<file path="config.mk">
export PLATFORM = sky130hd
export DESIGN_NAME = sr_latch_driver_flat
export DESIGN_NICKNAME = d
export VERILOG_FILES = /design/src/rtl/sr_pkg.sv /design/src/rtl/sr_latch_driver_if.sv /design/src/rtl/sr_sat_counter.sv /design/src/rtl/sr_latch_driver.sv /design/src/flat_wrapper.sv
export SDC_FILE = /design/constraint.sdc
export NUM_CORES = 1
export LEC_CHECK = 0
export ABC_AREA = 1
export BUFFER_PORTS_ARGS = -buffer_cell sky130_fd_sc_hd__buf_2
export CAP_MARGIN = 20
export CORE_UTILIZATION = 40
export CTS_CLUSTER_SIZE = 30
export DETAILED_ROUTE_END_ITERATION = 12
export GPL_TIMING_DRIVEN = 0
export PLACE_DENSITY = 0.62
export SYNTH_ARGS = -nofsm -noshare
export SYNTH_HDL_FRONTEND = slang
export SYNTH_SLANG_ARGS = --single-unit
</file>
<file path="constraint.sdc">
create_clock -name clk -period 1.7 [get_ports clk]
set_input_delay 0.34 -clock clk [delete_from_list [all_inputs] [get_ports clk]]
set_output_delay 0.34 -clock clk [all_outputs]
set_load 0.02 [all_outputs]
</file>
<file path="src/rtl/sr_pkg.sv">
// sr_pkg: shared state encoding, latch codes and helpers for the SR latch driver
package sr_pkg;
  typedef enum logic [1:0] {IDLE, PULSE, GAP, CHECK} state_t;
  localparam logic [1:0] SR_SET  = 2'b01;
  localparam logic [1:0] SR_CLR  = 2'b10;
  localparam logic [1:0] SR_HOLD = 2'b11;
  localparam logic [1:0] SR_BAD  = 2'b00;
  function automatic int max_i(input int a, input int b);
    return a > b ? a : b;
  endfunction
endpackage

</file>
<file path="src/rtl/sr_latch_driver_if.sv">
// sr_latch_driver_if: request handshake and status between control logic and the driver
interface sr_latch_driver_if;
  logic req_valid;
  logic req_val;
  logic req_ready;
  logic busy;
  logic done;
  modport master (output req_valid, req_val, input req_ready, busy, done);
  modport slave (input req_valid, req_val, output req_ready, busy, done);
endinterface

</file>
<file path="src/rtl/sr_sat_counter.sv">
// sr_sat_counter: saturating counter where an increment beats a coincident clear
module sr_sat_counter #(
  parameter int W = 4
) (
  input  logic         clk,
  input  logic         rst,
  input  logic         clr,
  input  logic         inc,
  output logic [W-1:0] cnt
);
  always_ff @(posedge clk)
    if (rst) cnt <= '0;
    else if (inc) cnt <= clr ? W'(1) : (&cnt ? cnt : cnt + 1'b1);
    else if (clr) cnt <= '0;
endmodule

</file>
<file path="src/rtl/sr_latch_driver.sv">
// sr_latch_driver: turns level requests into timed, always-legal SR latch set/clear pulses with readback
module sr_latch_driver
  import sr_pkg::*;
#(
  parameter int PULSE_W   = 2,
  parameter int GAP_W     = 1,
  parameter bit SKIP_SAME = 1'b1,
  parameter int ERRW      = 4
) (
  input  logic                 clk,
  input  logic                 rst,
  sr_latch_driver_if.slave     bus,
  input  logic                 q_fb,
  input  logic                 err_clr,
  output logic                 s,
  output logic                 r,
  output logic                 en,
  output logic                 err,
  output logic [ERRW-1:0]      err_cnt,
  output logic                 shadow,
  output logic                 shadow_vld
);
  localparam int CW = $clog2(max_i(PULSE_W, GAP_W) + 1);
  state_t state, state_n;
  logic [CW-1:0] cnt, cnt_n;
  logic cmd, cmd_n, skip, mis;
  assign bus.req_ready = state == IDLE;
  assign bus.busy = state != IDLE;
  assign bus.done = state == CHECK;
  assign mis = state == CHECK && q_fb != cmd;
  always_comb begin
    state_n = state;
    cnt_n = cnt;
    cmd_n = cmd;
    skip = SKIP_SAME && shadow_vld && bus.req_val == shadow;
    case (state)
      IDLE: if (bus.req_valid) begin
        cmd_n = bus.req_val;
        cnt_n = '0;
        state_n = skip ? CHECK : PULSE;
      end
      PULSE: begin
        cnt_n = cnt == CW'(PULSE_W - 1) ? '0 : cnt + 1'b1;
        state_n = cnt == CW'(PULSE_W - 1) ? GAP : PULSE;
      end
      GAP: begin
        cnt_n = cnt == CW'(GAP_W - 1) ? '0 : cnt + 1'b1;
        state_n = cnt == CW'(GAP_W - 1) ? CHECK : GAP;
      end
      default: state_n = IDLE;
    endcase
  end
  // s/r/en are registered from the next state so the latch gate never sees a glitch
  always_ff @(posedge clk)
    if (rst) begin
      state <= IDLE;
      cnt <= '0;
      cmd <= 1'b0;
      {s, r} <= SR_HOLD;
      en <= 1'b0;
      err <= 1'b0;
      shadow <= 1'b0;
      shadow_vld <= 1'b0;
    end else begin
      state <= state_n;
      cnt <= cnt_n;
      cmd <= cmd_n;
      {s, r} <= state_n == PULSE ? (cmd_n ? SR_SET : SR_CLR) : SR_HOLD;
      en <= state_n == PULSE || state_n == GAP;
      err <= mis ? 1'b1 : (err_clr ? 1'b0 : err);
      if (state == CHECK) begin
        shadow <= cmd;
        shadow_vld <= 1'b1;
      end
    end
  sr_sat_counter #(.W(ERRW)) u_err_cnt (
    .clk (clk),
    .rst (rst),
    .clr (err_clr),
    .inc (mis),
    .cnt (err_cnt)
  );
  a_sr_legal: assert property (@(posedge clk) disable iff (rst) {s, r} != SR_BAD);
endmodule
</file>
<file path="src/flat_wrapper.sv">
// flat-port wrapper written by rule: the top's interface ports become plain ports
module sr_latch_driver_flat import sr_pkg::*;
#(
  parameter int PULSE_W   = 2,
  parameter int GAP_W     = 1,
  parameter bit SKIP_SAME = 1'b1,
  parameter int ERRW      = 4
)
  (clk, rst, q_fb, err_clr, s, r, en, err, err_cnt, shadow, shadow_vld, bus_req_valid, bus_req_val, bus_req_ready, bus_busy, bus_done);
  sr_latch_driver_if bus_i ();
  input  logic clk;
  input  logic rst;
  input  logic q_fb;
  input  logic err_clr;
  output logic s;
  output logic r;
  output logic en;
  output logic err;
  output logic [ERRW-1:0] err_cnt;
  output logic shadow;
  output logic shadow_vld;
  input wire logic [$bits(bus_i.req_valid)-1:0] bus_req_valid;
  input wire logic [$bits(bus_i.req_val)-1:0] bus_req_val;
  output wire logic [$bits(bus_i.req_ready)-1:0] bus_req_ready;
  output wire logic [$bits(bus_i.busy)-1:0] bus_busy;
  output wire logic [$bits(bus_i.done)-1:0] bus_done;
  assign bus_i.req_valid = bus_req_valid;
  assign bus_i.req_val = bus_req_val;
  assign bus_req_ready = bus_i.req_ready;
  assign bus_busy = bus_i.busy;
  assign bus_done = bus_i.done;
  sr_latch_driver #(.PULSE_W(PULSE_W), .GAP_W(GAP_W), .SKIP_SAME(SKIP_SAME), .ERRW(ERRW)) u_core (.clk(clk), .rst(rst), .bus(bus_i), .q_fb(q_fb), .err_clr(err_clr), .s(s), .r(r), .en(en), .err(err), .err_cnt(err_cnt), .shadow(shadow), .shadow_vld(shadow_vld));
endmodule
</file>
==> run metrics, run 1 <==
status finished, final reports clean; I/O Pins 19; fillers 207; cell area after synthesis 868.3 µm²; Synth Warn # 0; DRT Pass-1 Iters 4; Routed Antenna Nets 0; nets 150; slew margin rel. 82.27%; final hold viol count 0; syn_nets 127; power per cell area 739.7 mW/mm²; Die X-Extent 48.59 µm; synthesized flop and latch total 15; RSZ-0062 raised after global routing no; Die Y 48.59 µm; final wirelength approximately 1700 µm; Least-Margin Pin Slew roughly 0.27 ns; Setup Skew 0.001927 ns; H-tree lvl count 1; 1st-iter DRT viols 15; Max Cap Viol 0; die area 0.002361 mm²; FMAX 630.0 MHz; grt total ovfl 0; gr usage total 16.80%; setup TNS 0 ns; CP Capture Type register; Antenna Cells 0; Final WS setup approximately 0.11 ns; initial antenna violation count 0; via/cell ratio between 4 and 5; WS Path Type reg -> reg; share of cells above drive strength 1 between 20% and 30%; Max Slew Vio Count 0; max reg flops 4; WL/cell 10.89 µm; CTS tree yes; row count 16; Placed Instances 155; first-pass GRT wire length 3015 µm; via count 767; # port buffers 18; Synth cell types 24; Initial Util 43.38%; Final HPWL DP between 1000 and 1500 µm; multi-input logic area roughly 520 µm²; Final Cycle Share 93.37%; crit start category register; DR DRC count 0; Worst Path Max Fanout 5; Syn Inst Count 110; clock buffer depth 2; Top Registers u_core.u_err_cnt.cnt: 4 flops, u_core.cnt: 2 flops, u_core.state: 2 flops; Place WS around 0.10 ns; syn avg cell area 7.894 µm²; fin cells 159; clk sink count 15; CP arrival between 1.5 and 2 ns; clock transition at the registers of the reported paths 0.08 ns; gpl congestion 0.8004; setup bufs post-CTS 0; min Tclk post-route 1.587 ns; Hold Path Class in -> reg; CTS Root Cell clkbuf_4; vias in the first global route 724; register area share after synthesis 34.58%; largest net degree at the start of global routing 11; leakage power between 0.4 and 0.5 nW; final core utilization 51.56%; register area approximately 300 µm²; Req. time, crit path about 1.9 ns; Worst-Skew Late Latency between 0.2 and 0.3 ns; Num CTS Buffers 3; Max IR drop VDD roughly 630 µV; Biggest register u_core.u_err_cnt.cnt; number of setup violations in the final report 0; CORE AREA 0.002002 mm²; Layout area overhead 18.88%
[stage by stage]
| step | hold WS, ns | power, mW | area, µm² |
|---|---|---|---|
| floorplan | 0.4091 | 0.5124 | 868.3 |
| global placement | 0.4751 | 0.5608 | 992.2 |
| detailed placement | 0.4835 | 0.5630 | 992.2 |
| CTS | 0.2521 | 0.7654 | 1018 |
| global route | 0.2507 | 0.8233 | 1032 |
| finish | 0.2653 | 0.7635 | 1032 |
[kinds of logic (layout without fill, tap and decap cells)]
kind of cell,after synthesis,count (layout),share of synthesized area (%)
flops,15,15,34.58
buf+inv,17,39,7.491
simple gates,49,49,29.97
fa+ha+maj,11,11,15.85
compound gates,18,18,12.10
[final cells by class]
| type | count | share of cell area [%] |
|---|---|---|
| sequential | 15 | 29.21 |
| clock buffer | 4 | 2.545 |
| timing repair buffer | 18 | 8.727 |
| multi-input combinational | 78 | 49.94 |
| buffer | 1 | 0.4848 |
| tap | 27 | 3.273 |
| inverter | 16 | 5.818 |
[timing repair]
| item | in CTS | in global routing |
|---|---|---|
| hold buffers | 0 | 0 |
| endpoints found under the setup margin | 0 | 6 |
| resized for setup | 0 | 3 |
| hold endpoints to repair | 0 | 0 |
[report_power, final]
part           switching [mW]  internal, mW  leakage (nW)
clock                   0.105        0.0910        0.0150
sequential             0.0159         0.372         0.122
combinational           0.114        0.0654         0.321
total                   0.235         0.529         0.459
[path summary, 6_finish.rpt]
path         depth (start not counted)  slack, ns                              endpoint                       start
min                                  2       0.27  u_core.u_err_cnt.cnt[1]$_SDFFE_PP0P_                         rst
max reg2reg                          8       0.11                  u_core.en$_SDFF_PP0_  u_core.state[1]$_SDFF_PP0_
min reg2reg                          2       0.50               u_core.err$_SDFFE_PP0P_     u_core.err$_SDFFE_PP0P_
max                                  8       0.11                  u_core.en$_SDFF_PP0_  u_core.state[1]$_SDFF_PP0_
[worst max-delay path, stage by stage (launching register included)]
cell and delay (ns):
dfxtp_1 0.41, inv_1 0.13, ha_1 0.22, nand2_1 0.09
nand2_1 0.05, nor2_1 0.16, nor2_1 0.08, ha_1 0.29
nor2_1 0.10
[cell usage after synthesis, drive strengths merged]
cell type,n,area [µm²]
a21oi,13,76.33
a31oi,1,6.260
buf,1,5.000
dfxtp,15,300.3
ha,11,137.6
inv,16,60.05
nand2,17,68.81
nand3,12,75.07
nand3b,1,7.510
nand4,3,18.77
nor2,12,62.56
nor3,2,15.01
o211ai,1,7.510
o21ai,3,15.01
or2,2,12.52
[per-layer routing]
metal,wire (µm),GRT usage [%],vias up,part of all wire [%]
met3,101,6.918,2,5.8
met5,0,0,-,0
met1,836,19.96,337,48
met4,12,4.412,0,0.69
li1,-,-,407,-
met2,781,27.93,21,45
[cells in the final DEF, fill, tap and decap left out]
cell	synthesis	final
nand3_1	9	9
dfxtp_1	15	14
nand2_1	15	15
or2_1	1	1
nor2_1	9	9
inv_2	1	1
inv_1	15	15
nand4_1	3	3
nor3_1	1	1
dfxtp_2	0	1
a31oi_1	1	1
nand3b_1	1	1
nor2_4	2	2
nor3_2	1	1
buf_2	1	19
clkbuf_1	0	1
ha_1	11	10
nand2_2	2	2
nor2_2	1	1
nand3_2	3	3
or2_2	1	1
o21ai_0	2	2
a21oi_2	3	3
a21oi_1	10	10
o21ai_1	1	1
clkbuf_4	0	3
o211ai_1	1	1
ha_4	0	1
Power figures use the tool's default switching activity.
==> run 2: changes to the inputs <==
ABC_AREA = not set   (was 1)
SLEW_MARGIN = 20   (was not set)
==> run metrics, run 2 <==
DR DRC count 0 (unchanged); gr usage total 17.23% (+0.43 points); Final Cycle Share 96.13% (+2.8 points); register area share after synthesis 36.25% (+1.7 points); max reg flops 4 (unchanged); grt total ovfl 0 (unchanged); row count 16 (unchanged); Initial Util 42.22% (-1.2 points); DRT Pass-1 Iters 4 (unchanged); Gate power share 28.0% (+4.5 points); ys async rst share 0% (unchanged); Die X-Extent 47.51 µm (-2.2%); number of synthesized flops with an enable pin 0 (unchanged); fillers 204 (-1.4%); Placed Instance Area 965.9 µm² (-2.6%); Final WS setup 0.06582 ns (-0.04694 ns); H-tree lvl count 1 (unchanged); Synth Flop Type dfxtp_1; # port buffers 18 (unchanged); CORE AREA 0.001962 mm² (-2.0%); leakage power 0.4575 nW (-0.27%); CTS tree yes; Worst Path Max Fanout 3 (-2); Post-Synth Adder-Cell Area 16.62% (+0.77 points); number of setup violations in the final report 0 (unchanged); status finished, final reports clean; clock transition at the registers of the reported paths 0.09 ns (about the same); Least-Margin Pin Slew 0.4061 ns (+0.1405 ns); main combinational cell family by area after synthesis simple AND/OR/NAND/NOR gates; top cell type's share of synthesized area 36.25% (+1.7 points); Design Area, Final 0.001074 mm² (+4.0%); Syn Inst Count 90 (-18%); initial antenna violation count 0 (unchanged); Compound-Gate Fraction of Synth Area 16.16% (+4.1 points); power per cell area 764.3 mW/mm² (+3.3%); I/O Pins 19 (unchanged); Power Total 820.5 µW (+7.5%); Layout area overhead 29.61%; Synth area leader dfxtp_1; Max Slew Vio Count 0 (unchanged); gpl congestion 0.7362 (-8.0%); Synth cell types 33 (+38%); Clk pwr share 25.0% (-0.7 points); Setup Skew 0.001627 ns (-0.0003002 ns); most common cell after layout, fill and taps aside buf_2; mux contribution to synthesized area 3.625% (+3.6 points); Top Registers u_core.u_err_cnt.cnt: 4 flops, u_core.cnt: 2 flops, u_core.state: 2 flops; Synth Area in XOR/XNOR 3.021% (+3.0 points); Switching Power 255.5 µW (+8.8%); largest net degree at the start of global routing 11 (unchanged); switching share of power 31.14% (+0.40 points); crit start category register; syn_nets 107 (-16%); cell area after synthesis 828.3 µm² (-4.6%); via/cell ratio 5.063 (+4.9%); Place WS -0.1529 ns (-0.2569 ns); vias in the first global route 623 (-14%); register share of total power 47.1% (-3.8 points); slew margin rel. 72.92% (-9.3 points); multi-input logic area 534.3 µm² (+3.6%); Antenna Cells 0 (unchanged); CP arrival 1.29 ns (-0.52 ns); Num CTS Buffers 3 (unchanged); 1st-iter DRT viols 7 (-8); via count 729 (-5.0%); most frequent cells in the layout 19 x buf_2, 12 x dfxtp_1, 7 x nor2_1, 6 x inv_1, 6 x ha_1; WL/cell 11.86 µm (+8.9%); Worst-Skew Late Latency 0.29 ns (about the same); clk sink count 15 (unchanged); final wirelength 1708 µm (-1.4%); most instantiated library cell after synthesis dfxtp_1; Routed Antenna Nets 0 (unchanged); share of cells above drive strength 1 38.46% (+9.7 points); final hold viol count 0 (unchanged); synth cell count leaders 15 x dfxtp_1, 11 x ha_1, 8 x inv_1; Die Y 47.51 µm (-2.2%); nets 135 (-10%); register area 309.0 µm² (+2.5%); die area 0.002257 mm² (-4.4%); CP Capture Type output pin; Internal 565.0 µW (+6.8%); Synth Warn # 0 (unchanged); syn avg cell area 9.203 µm² (+17%); Simple-Gate Fraction of Synth Area 19.64% (-10 points); CTS Root Cell clkbuf_4; WS Path Type reg -> out; top post-synthesis cells by area dfxtp_1 36%, ha_1 17%, a21oi_1 3.6%, mux2i_1 3.6%, inv_1 3.6%; Final HPWL DP 1303 µm (+1.2%); FMAX 611.9 MHz (-2.9%); RSZ-0062 raised after global routing no; worst hold slack 0.3170 ns (+0.05177 ns); min Tclk post-route 1.634 ns (+0.04694 ns); clock buffer depth 2 (unchanged); Max IR drop VDD 532.5 µV (-15%); first-pass GRT wire length 2684 µm (-11%); Biggest register u_core.u_err_cnt.cnt; synthesized flop and latch total 15 (unchanged); Hold Path Class in -> reg; Max Cap Viol 0 (unchanged); setup TNS 0 ns (unchanged); Req. time, crit path 1.36 ns (-0.56 ns)
-- run 2: changes by cell type after synthesis, sizes merged, moves of 3 or more --
cell,previous run,this run
nor2,12,7
mux2i,0,3
nand2,17,5
inv,16,8
nand3,12,3
a21oi,13,6
nand2b,0,3
-- run 2: cell families after synthesis --
| family | count (synthesis) |
|---|---|
| multiplexers | 3 |
| adder cells (fa/ha/maj) | 11 |
| AND/OR/NAND/NOR | 30 |
| flip-flops | 15 |
| buffers and inverters | 10 |
| XOR/XNOR | 2 |
| AO/OA/AOI/OAI | 19 |
-- run 2: timing repair --
item	CTS	global route
hold buffers	0	0
endpoints found under the setup margin	2	3
setup buffers	5	0
pin swaps	5	2
gates cloned	0	0
resized for setup	14	1
endpoints found under the hold margin	0	0
-- run 2: layout make-up --
| class | count | area share, % |
|---|---|---|
| Inverter | 8 | 3.030 |
| Clock buffer | 3 | 2.098 |
| Timing Repair Buffer | 23 | 11.89 |
| Tap cell | 27 | 3.147 |
| Sequential cell | 15 | 28.79 |
| Multi-Input combinational cell | 65 | 49.77 |
| Buffer | 2 | 0.8159 |
| Clock inverter | 1 | 0.4662 |
-- run 2: metrics by stage --
stage	utilization, %	std cells
after detailed placement	49.23	135
after CTS	54.40	144
after global routing	54.72	144
after floorplan	-	90
after global placement	49.23	135
final	54.72	144
-- run 2: metal layers --
layer	vias up	share of wire [%]	track usage [%]
li1	371	-	-
met5	-	0	0
met2	20	48	27.67
met3	2	5.4	6.792
met1	336	46	21.92
met4	0	0.47	3.429
-- run 2: final timing paths --
kind | startpoint | to | slack [ns] | depth (start not counted)
max reg2reg | u_core.cnt[1]$_SDFFE_PP0P_ | u_core.s$_SDFF_PP1_ | 0.10 | 7
max | u_core.state[1]$_SDFF_PP0_ | bus_done | 0.07 | 4
min reg2reg | u_core.err$_SDFFE_PP0P_ | u_core.err$_SDFFE_PP0P_ | 0.48 | 2
min | rst | u_core.r$_SDFF_PP1_ | 0.32 | 2
-- run 2: worst max-delay path, cell delays in order (launching register included) --
cell and delay (ns):
dfxtp_4 0.37, buf_4 0.14, buf_4 0.13, ha_1 0.20, buf_2 0.17
-- run 2: power by group through the flow --
stage                     clock network (mW)  logic [mW]  registers [mW]
final                                  0.205       0.230           0.386
after global routing                   0.228       0.253           0.388
after CTS                              0.211       0.225           0.386
after detailed placement                   0       0.187           0.397
after global placement                     0       0.183           0.396
after floorplan                            0       0.117           0.409
